===== config.mk =====
export PLATFORM = sky130hd
export DESIGN_NAME = money_input_cond
export DESIGN_NICKNAME = d
export VERILOG_FILES = /design/src/rtl/money_input_cond.sv
export SDC_FILE = /design/constraint.sdc
export NUM_CORES = 1
export LEC_CHECK = 0
export CAP_MARGIN = 0
export CELL_PAD_IN_SITES_DETAIL_PLACEMENT = 1
export CELL_PAD_IN_SITES_GLOBAL_PLACEMENT = 1
export CORE_MARGIN = 3
export CORE_UTILIZATION = 43
export CTS_CLUSTER_DIAMETER = 50
export DETAILED_ROUTE_END_ITERATION = 6
export PLACE_DENSITY_LB_ADDON = 0.1
export SYNTH_ARGS = -nofsm -noshare
export SYNTH_HDL_FRONTEND = slang
export SYNTH_SLANG_ARGS = --single-unit

===== constraint.sdc =====
create_clock -name CLK -period 2.4 [get_ports CLK]
set_input_delay 0.36 -clock CLK [delete_from_list [all_inputs] [get_ports CLK]]
set_output_delay 0.36 -clock CLK [all_outputs]
set_load 0.02 [all_outputs]

===== src/rtl/money_input_cond.sv =====
// rtl/money_input_cond.sv - vending input conditioner: sync, debounce, coin/selection arbitration, card session FSM (option COIN_PEND_EN)
module money_input_cond #(
    parameter int DEBOUNCE_CYCLES = 4,
    parameter int CARD_TIMEOUT    = 255
) (
    input  logic       CLK,
    input  logic       reset,
    input  logic [3:0] coin_raw,
    input  logic [1:0] card_raw,
    input  logic [9:0] sel_raw,
    input  logic       rr_raw,
    output logic       M0,
    output logic       M1,
    output logic       M2,
    output logic       M3,
    output logic       M4,
    output logic       M5,
    output logic       ti,
    output logic       wi,
    output logic       ci,
    output logic       B1,
    output logic       B2,
    output logic       B3,
    output logic       C1,
    output logic       C2,
    output logic       C3,
    output logic       C4,
    output logic       rr,
    output logic       card_err,
    output logic       drop_pulse
);

    localparam int N = 17;
    localparam logic [3:0] DB_LAST = 4'(DEBOUNCE_CYCLES - 1);
    localparam logic [7:0] TO_LAST = 8'(CARD_TIMEOUT - 1);

    typedef enum logic [1:0] {C_IDLE, C_ACTIVE, C_EXPIRED, C_ERROR} card_state_t;

    logic [N-1:0] raw_all, s1, s2, lvl;
    logic [3:0]   db_cnt [N];
    logic [3:0]   coin_d, coin_rise, coin_req, coin_grant;
    logic [9:0]   sel_d, sel_rise, sel_first, sel_grant, slot, slot_n;
    logic         slot_v, slot_v_n, sel_multi, coin_out, coin_drop, sel_drop, rr_db;
    logic [1:0]   card;
    logic [7:0]   idle_cnt;
    card_state_t  state;

    // Bit map: coins [3:0], cards [5:4], selections [15:6], return [16]
    assign raw_all = {rr_raw, sel_raw, card_raw, coin_raw};
    assign rr_db   = lvl[16];
    assign card    = lvl[5:4];
    assign rr      = rr_db;

    always_ff @(posedge CLK) begin
        if (reset) begin
            s1     <= '0;
            s2     <= '0;
            lvl    <= '0;
            coin_d <= '0;
            sel_d  <= '0;
            for (int i = 0; i < N; i++) db_cnt[i] <= '0;
        end else begin
            s1     <= raw_all;
            s2     <= s1;
            coin_d <= lvl[3:0];
            sel_d  <= lvl[15:6];
            for (int i = 0; i < N; i++) begin
                if (s2[i] != lvl[i]) begin
                    if (db_cnt[i] == DB_LAST) begin
                        lvl[i]    <= s2[i];
                        db_cnt[i] <= '0;
                    end else begin
                        db_cnt[i] <= db_cnt[i] + 4'd1;
                    end
                end else begin
                    db_cnt[i] <= '0;
                end
            end
        end
    end

    assign coin_rise = lvl[3:0] & ~coin_d;
    assign sel_rise  = lvl[15:6] & ~sel_d;

`ifdef COIN_PEND_EN
    logic [1:0] pend   [4];
    logic [1:0] pend_n [4];
    logic [3:0] avail;

    always_comb begin
        coin_drop = 1'b0;
        for (int i = 0; i < 4; i++) avail[i] = (pend[i] != 2'd0) || coin_rise[i];
        coin_req   = rr_db ? 4'd0 : avail;
        coin_grant = coin_req & (~coin_req + 4'd1);
        for (int i = 0; i < 4; i++) begin
            if (coin_rise[i] && pend[i] == 2'd3) coin_drop = 1'b1;
            pend_n[i] = pend[i] + {1'b0, coin_rise[i] && pend[i] != 2'd3} - {1'b0, coin_grant[i]};
        end
    end

    always_ff @(posedge CLK) begin
        for (int i = 0; i < 4; i++) pend[i] <= reset ? 2'd0 : pend_n[i];
    end
`else
    always_comb begin
        coin_req   = rr_db ? 4'd0 : coin_rise;
        coin_grant = coin_req & (~coin_req + 4'd1);
        coin_drop  = (coin_rise & ~coin_grant) != 4'd0;
    end
`endif

    assign coin_out  = coin_grant != 4'd0;
    assign sel_first = sel_rise & (~sel_rise + 10'd1);
    assign sel_multi = (sel_rise & ~sel_first) != 10'd0;

    // A held selection leaves the slot in the same cycle a newcomer may claim it
    always_comb begin
        sel_grant = '0;
        slot_n    = slot;
        slot_v_n  = slot_v;
        sel_drop  = 1'b0;
        if (rr_db) begin
            slot_n   = '0;
            slot_v_n = 1'b0;
            sel_drop = sel_rise != 10'd0;
        end else begin
            sel_drop = sel_multi;
            if (!coin_out && slot_v) begin
                sel_grant = slot;
                slot_v_n  = 1'b0;
            end
            if (sel_rise != 10'd0) begin
                if (!coin_out && !slot_v) begin
                    sel_grant = sel_first;
                end else if (!slot_v_n) begin
                    slot_n   = sel_first;
                    slot_v_n = 1'b1;
                end else begin
                    sel_drop = 1'b1;
                end
            end
        end
    end

    always_ff @(posedge CLK) begin
        if (reset) begin
            slot   <= '0;
            slot_v <= 1'b0;
            {M3, M2, M1, M0} <= '0;
            {C4, C3, C2, C1, B3, B2, B1, ci, wi, ti} <= '0;
            drop_pulse <= 1'b0;
        end else begin
            slot   <= slot_n;
            slot_v <= slot_v_n;
            {M3, M2, M1, M0} <= coin_grant;
            {C4, C3, C2, C1, B3, B2, B1, ci, wi, ti} <= sel_grant;
            drop_pulse <= coin_drop | sel_drop;
        end
    end

    always_ff @(posedge CLK) begin
        if (reset) begin
            state    <= C_IDLE;
            idle_cnt <= '0;
            M4       <= 1'b0;
            M5       <= 1'b0;
            card_err <= 1'b0;
        end else if (card == 2'b11) begin
            state    <= C_ERROR;
            M4       <= 1'b0;
            M5       <= 1'b0;
            card_err <= 1'b1;
        end else begin
            case (state)
                C_IDLE: if (card != 2'b00) begin
                    state    <= C_ACTIVE;
                    idle_cnt <= '0;
                    M4       <= card[0];
                    M5       <= card[1];
                end
                C_ACTIVE: begin
                    if (card == 2'b00) begin
                        state <= C_IDLE;
                        M4    <= 1'b0;
                        M5    <= 1'b0;
                    end else if (sel_grant != 10'd0) begin
                        idle_cnt <= '0;
                    end else if (idle_cnt == TO_LAST) begin
                        state <= C_EXPIRED;
                        M4    <= 1'b0;
                        M5    <= 1'b0;
                    end else begin
                        idle_cnt <= idle_cnt + 8'd1;
                    end
                end
                C_EXPIRED: if (card == 2'b00) state <= C_IDLE;
                default: if (card == 2'b00) begin
                    state    <= C_IDLE;
                    card_err <= 1'b0;
                end
            endcase
        end
    end

endmodule

==> summary.md, run 1 <==
| Metric | Value |
|---|---|
| Clock Pin Slew Worst Setup and Hold Paths | 60 ps |
| Compound-Gate Fraction of Synth Area | 0.07350 |
| DR vias | 5436 |
| Die X | 138.0 um |
| Combinational share of power | 0.050 |
| Grt ovf | 0 |
| Net Switching | 1.334 mW |
| Max-slew violation count | 0 |
| Vert. Die Dim | 138.0 um |
| Reg-to-reg endpoint | idle_cnt[7]$_SDFFE_PP0P_ |
| Post-synth ARST share | 0 |
| Reg power frac | 0.519 |
| Lkg Pwr | 3.579 nW |
| Min Clock Period, post-route | 2356 ps |
| Core area | 16820 sq um |
| Critical Path AT | 2710 ps |
| CP cell instances | nand2b_4 -> and3_4 -> nand2_4 -> nand2_4 -> ha_4 -> inv_4 -> a31o_4 -> a32o_2 -> o41ai_4 -> nor3_2 -> a211oi_2 |
| WP depth | 11 |
| Largest net degree at the start of global routing | 44 |
| FF+latch area | 4128 sq um |
| Die area | 19040 sq um |
| Root Buffer | clkbuf_16 |
| Fin. Hold Viols | 0 |
| Clk pwr share | 0.431 |
| Internal power | 4.784 mW |
| HPWL Detailed | 11490 um |
| Drt total wl | 16020 um |
| Fin area | 9294 sq um |
| Worst EP required | 2760 ps |
| Clk_skew | 7.060 ps |
| Total Neg Setup Slack | 0 ps |
| Reg2reg start | coin_d[1]$_SDFF_PP0_ |
| Area of the multi-input gates | 3546 sq um |
| Post-synthesis sequential area ratio | 0.5506 |
| Hold path depth | 2 |
| CP top delay family | compound AO/OA/AOI/OAI gates |
| PortBufs | 37 |
| Hold Startpoint | reset |
| Reg2Reg Setup Slack | 40 ps |
| Worst-margin pin slew | 540.3 ps |
| CTS tree | built |
| Mapped Area | 7490 sq um |
| Placed instance count | 1059 |
| PD cells | 658.3 nW/um^2 |
| Crit-path max cell delay | 390 ps |
| Synth Flop Type | dfxtp_1 |
| Maximum vdd drop | 0.0005097 V |
| Layout cell share with drive strength beyond 1 | 0.1186 |
| Area Growth Syn to Fin | 24.09% |
| Outcome | completed |
| Multiplexer share of the synthesized area | 0.02005 |
| Area after DPL | 8551 sq um |
| Total CTS buffers | 17 |
| Total power | 6.118 mW |
| Final worst slack | 44.23 ps |
| WHS | 366.8 ps |
| Synth cell types | 58 |
| Post-synthesis simple-gate area fraction | 0.2213 |
| Largest family of logic cells by synthesized area | simple AND/OR/NAND/NOR gates |
| Mean post-synth cell area | 10.36 sq um |
| CTS Buffer Depth | 2 |
| Clk Latency, worst-skew pair | 430 ps |
| Worst path bufs/invs | 1 |
| Vias/cell | 4.955 |
| Setup crit start kind | flop |
| Remaining antenna violation count after routing | 0 |
| Cells after synthesis | 723 |
| Most frequent cells in the layout | 122 x nor2_1, 101 x dfxtp_1, 68 x edfxtp_1, 68 x conb_1, 58 x nor2b_1 |
| Unrepaired setup endpoints after global routing | yes |
| Diode count | 0 |
| Hold path endpoint | card_err$_SDFFE_PP0P_ |
| Non-filler instance count after layout | 1097 |
| Relative slew slack | 0.6351 |
| Post-Synth Adder-Cell Area | 0.04611 |
| Initial DRT Pass Iterations | 4 |
| Initial antenna violation count | 0 |
| Switching Fraction | 0.2180 |
| Vias in the first global route | 5732 |
| Top-area cell type share of the netlist area | 0.2780 |
| Max FO, Critical Path | 6 |
| Reg2reg path depth | 11 |
| Placement Setup Slack | -173.0 ps |
| Sink Count | 172 |
| WS Path Type | reg2reg |
| GRT Overall Usage | 0.1767 |
| Synth top area cells | dfxtp_1 28%, edfxtp_1 27%, nor2_1 6.1%, nor2b_1 4.9%, ha_1 4.3% |
| First-pass GRT wire length | 26560 um |
| Initial DRC Count | 165 |
| # hold bufs at CTS | 0 |
| Wire length per cell | 14.60 um |
| Flops & latches, synth | 172 |
| Commonest non-fill, non-tap cell in the layout | nor2_1 |
| Largest area contributor in the synthesized netlist | dfxtp_1 |
| Post-route DRC | 0 |
| Hold Crit Class | in2reg |
| Synth warn | 0 |
| Nets | 909 |
| Core Util, Final | 0.5526 |
| Fmax | 0.4245 GHz |
| CP endpoint kind | flop |
| Starting Density | 0.4453 |
| Post-synth EDFFs | 68 |
| Most Frequent Cell on Critical Path | nand2_4 |
| Xor/xnor share of the synthesized area | 0.06081 |
| Global placement routability congestion | 0.8544 |
| Final setup viols | 0 |
| Filler Cells Inserted | 1903 |
| I/O pin cnt | 38 |
| Max_cap viols | 0 |
| H-tree depth | 4 |
| Period utilisation layout | 0.9816 |
| Site Rows | 47 |
| Crit-path slowest cell | o41ai_4 |
==> worst max path at each step <==
stage                     slack [ps]                  from                       end
after floorplan                   30   lvl[0]$_SDFFE_PP0P_  idle_cnt[7]$_SDFFE_PP0P_
after global placement           -70  coin_d[0]$_SDFF_PP0_  idle_cnt[7]$_SDFFE_PP0P_
after detailed placement        -170  coin_d[0]$_SDFF_PP0_  idle_cnt[6]$_SDFFE_PP0P_
after CTS                         10  coin_d[0]$_SDFF_PP0_           M4$_SDFFE_PP0P_
after global routing             -70  coin_d[1]$_SDFF_PP0_  idle_cnt[7]$_SDFFE_PP0P_
final                             40  coin_d[1]$_SDFF_PP0_  idle_cnt[7]$_SDFFE_PP0P_
==> flip-flops by register name (all words and copies together) (netlist names), 2 cells and up <==
| signal | cells |
|---|---|
| coin_d | 4 |
| sel_d | 10 |
| idle_cnt | 8 |
| s2 | 17 |
| s1 | 17 |
| lvl | 17 |
| db_cnt | 68 |
| state | 2 |
| slot | 10 |
==> worst reg2reg max path, cell delays in order (launching register included) <==
cell and delay (ps):
dfxtp_2 320, nand2b_4 120, and3_4 200, nand2_4 60
nand2_4 110, ha_4 170, inv_4 40, a31o_4 230
a32o_2 330, o41ai_4 390, nor3_2 90, a211oi_2 210
==> final cells by class <==
type / instances / share of cell area
tap: 220 / 0.02962
timing repair buffer: 79 / 0.07391
sequential: 172 / 0.4441
inverter: 26 / 0.01077
clock buffer: 20 / 0.04698
clock inverter: 12 / 0.01306
multi-input combinational: 568 / 0.3815
==> repair_timing <==
action                                  4_1_cts  5_1_grt
buffers inserted                              3        6
pin swaps                                     5       12
gates cloned                                  0        0
resized for setup                            12       17
endpoints found under the setup margin       11       12
==> per-layer routing <==
| layer | wire length [um] | share of wire | vias up | track usage |
|---|---|---|---|---|
| li1 | - | - | 2700 | - |
| met3 | 479 | 0.030 | 25 | 0.03483 |
| met1 | 6799 | 0.42 | 2645 | 0.2008 |
| met4 | 318 | 0.020 | 0 | 0.07245 |
| met2 | 8416 | 0.53 | 66 | 0.3232 |
| met5 | 0 | 0 | - | 0 |
==> synth_stat cells (3+ instances only) <==
cell type,n
a21oi_1,28
a22oi_1,3
a31oi_1,5
and3_1,3
buf_1,3
clkbuf_1,19
dfxtp_1,104
edfxtp_1,68
ha_1,26
inv_1,26
mux2i_1,15
nand2_1,29
nand2b_1,14
nand3_1,31
nand4_1,3
nor2_1,122
nor2b_1,59
nor3_1,14
nor3b_1,18
o21a_1,4
o21ai_0,9
o21ai_1,4
or2_2,3
or3_1,22
xnor2_1,35
xor2_1,17
==> cells by family after synthesis <==
family | count (synthesis)
adders and majority gates | 28
DFF | 172
buffers and inverters | 50
and+or+nand+nor | 328
AOI/OAI and AO/OA | 77
xor gates and xnor gates | 52
other | 1
muxes | 15
==> power groups by stage <==
stage                     Sequential [mW]  Combinational, mW  Clock [mW]
after floorplan                      3.22              0.195           0
after global routing                 3.18              0.346        2.83
after global placement               3.23              0.273           0
after CTS                            3.17              0.299        2.71
final                                3.17              0.305        2.64
after detailed placement             3.24              0.287           0
(Power assumes the default switching activity.)
==> run 2: changes to the inputs <==
- SLEW_MARGIN: unset -> 20
==> results of run 2 <==
Final layout, timing and power as in run 1 (identical DEF).
==> run 3: changes to the inputs <==
- CORE_UTILIZATION: 43 -> 44
- clock period: 2.4 -> 2.8 ns (I/O delays scaled with it)
==> run 3 against run 2 <==
Sequential power shrank 14%. Clock power shrank 11%. Fmax shrank 8.6%. Via count shrank 1.6%. Sequential cell count is the same. Core utilization shrank 1.2 points. Design area shrank 3.1%. Wire length shrank 1.5%. Global-route usage grew 0.45 points. Count of clock-buffer cells in the layout shrank 3. Non-clock buffer count shrank 26. Critical endpoint is now state[1]$_SDFFE_PP0P_.
==> summary.md, run 3 (same netlist as run 1, synthesis figures left out) <==
| Metric | Value |
|---|---|
| Worst EP required | 3140 ps |
| I/O pin cnt | 38 |
| Maximum vdd drop | 0.0004466 V |
| DR vias | 5351 |
| Core area | 16640 sq um |
| Fmax | 0.3878 GHz |
| Most Frequent Cell on Critical Path | nand2_1 |
| PD cells | 591.0 nW/um^2 |
| Worst-margin pin slew | 663.9 ps |
| Critical Path AT | 2910 ps |
| Clk_skew | 9.903 ps |
| Initial DRT Pass Iterations | 4 |
| Hold Crit Class | reg2reg |
| Post-route DRC | 0 |
| Crit-path slowest cell | dfxtp_1 |
| Reg2Reg Setup Slack | 220 ps |
| Area Growth Syn to Fin | 20.20% |
| Largest net degree at the start of global routing | 64 |
| Outcome | completed |
| Total power | 5.321 mW |
| Clock Pin Slew Worst Setup and Hold Paths | 60 ps |
| CP cell instances | nand2b_1 -> and3_4 -> nand2_1 -> nand2_2 -> ha_1 -> inv_1 -> a31o_2 -> a32o_2 -> o31ai_4 -> nand2_1 -> a311oi_1 |
| Max_cap viols | 0 |
| H-tree depth | 4 |
| Global placement routability congestion | 0.8331 |
| Grt ovf | 0 |
| CTS Buffer Depth | 2 |
| Initial DRC Count | 216 |
| Clk Latency, worst-skew pair | 430 ps |
| CP endpoint kind | flop |
| WS Path Type | reg2reg |
| Root Buffer | clkbuf_16 |
| Die area | 18620 sq um |
| Commonest non-fill, non-tap cell in the layout | nor2_1 |
| Core Util, Final | 0.5409 |
| Vert. Die Dim | 136.5 um |
| Relative slew slack | 0.5574 |
| WHS | 439.5 ps |
| Site Rows | 47 |
| PortBufs | 37 |
| Sink Count | 172 |
| Remaining antenna violation count after routing | 0 |
| Initial antenna violation count | 0 |
| Wire length per cell | 14.73 um |
| Reg2reg path depth | 11 |
| Vias in the first global route | 5783 |
| Nets | 883 |
| Max FO, Critical Path | 9 |
| Diode count | 0 |
| HPWL Detailed | 11230 um |
| Total CTS buffers | 17 |
| Crit-path max cell delay | 340 ps |
| Drt total wl | 15770 um |
| Most frequent cells in the layout | 122 x nor2_1, 103 x dfxtp_1, 68 x edfxtp_1, 68 x conb_1, 59 x nor2b_1 |
| Hold path depth | 1 |
| Top reg by flops | db_cnt |
| Die X | 136.5 um |
| First-pass GRT wire length | 26590 um |
| Max-slew violation count | 0 |
| Period utilisation layout | 0.9209 |
| Vias/cell | 4.996 |
| Fin. Hold Viols | 0 |
| Layout cell share with drive strength beyond 1 | 0.07638 |
| Setup crit start kind | flop |
| Min Clock Period, post-route | 2579 ps |
| CTS tree | built |
| GRT Overall Usage | 0.1812 |
| Final setup viols | 0 |
| Total Neg Setup Slack | 0 ps |
| Starting Density | 0.4500 |
| Lkg Pwr | 3.450 nW |
| Largest register FFs | 68 |
run 3: area by class of cell:
class	count	area, sq um
flip-flops and latches	172	4125
repair buffers	53	488.0
fillers	1852	7640
inverters	26	97.59
clock inverters	15	165.2
clock buffers	17	425.4
multi-input cells	568	3426
well taps	220	275.3
run 3: worst max-delay path: cells and delay by family, from the launching register on:
kind            cells  cell delay (ps)
compound gates      4             1210
fa+ha+maj           1              180
buf+inv             1               80
flops               1              340
simple gates        5              660
run 3: worst paths after layout:
| check | startpoint | to |
|---|---|---|
| setup reg to reg | lvl[1]$_SDFFE_PP0P_ | state[1]$_SDFFE_PP0P_ |
| setup / recovery | lvl[1]$_SDFFE_PP0P_ | state[1]$_SDFFE_PP0P_ |
| hold reg to reg | s1[16]$_SDFF_PP0_ | s2[16]$_SDFF_PP0_ |
| hold / removal | s1[16]$_SDFF_PP0_ | s2[16]$_SDFF_PP0_ |
run 3: per-layer routing:
metal | up-vias | global-route usage | part of all wire
met5 | - | 0 | 0
met2 | 61 | 0.3373 | 0.54
met3 | 20 | 0.03516 | 0.024
met1 | 2625 | 0.1993 | 0.42
li1 | 2645 | - | -
met4 | 0 | 0.07615 | 0.018
run 3: where the power goes:
group          internal [mW]  switching (mW)  total, mW
Sequential              2.67          0.0470       2.72
Combinational          0.109           0.135      0.244
Clock                   1.33            1.03       2.36
run 3: timing repair:
action | in CTS | in global routing
buffers inserted | 0 | 3
resized for setup | 0 | 4
setup endpoints to repair | 0 | 10
hold buffers | 0 | 0
run 3: per-stage QoR:
stage	cell area, sq um	setup slack [ps]	cells
floorplan	7741	262.8	790
global placement	8377	207.7	1036
detailed placement	8377	70.12	1036
CTS	8967	75.79	1068
global route	9002	-4.543	1071
finish	9002	221.5	1071
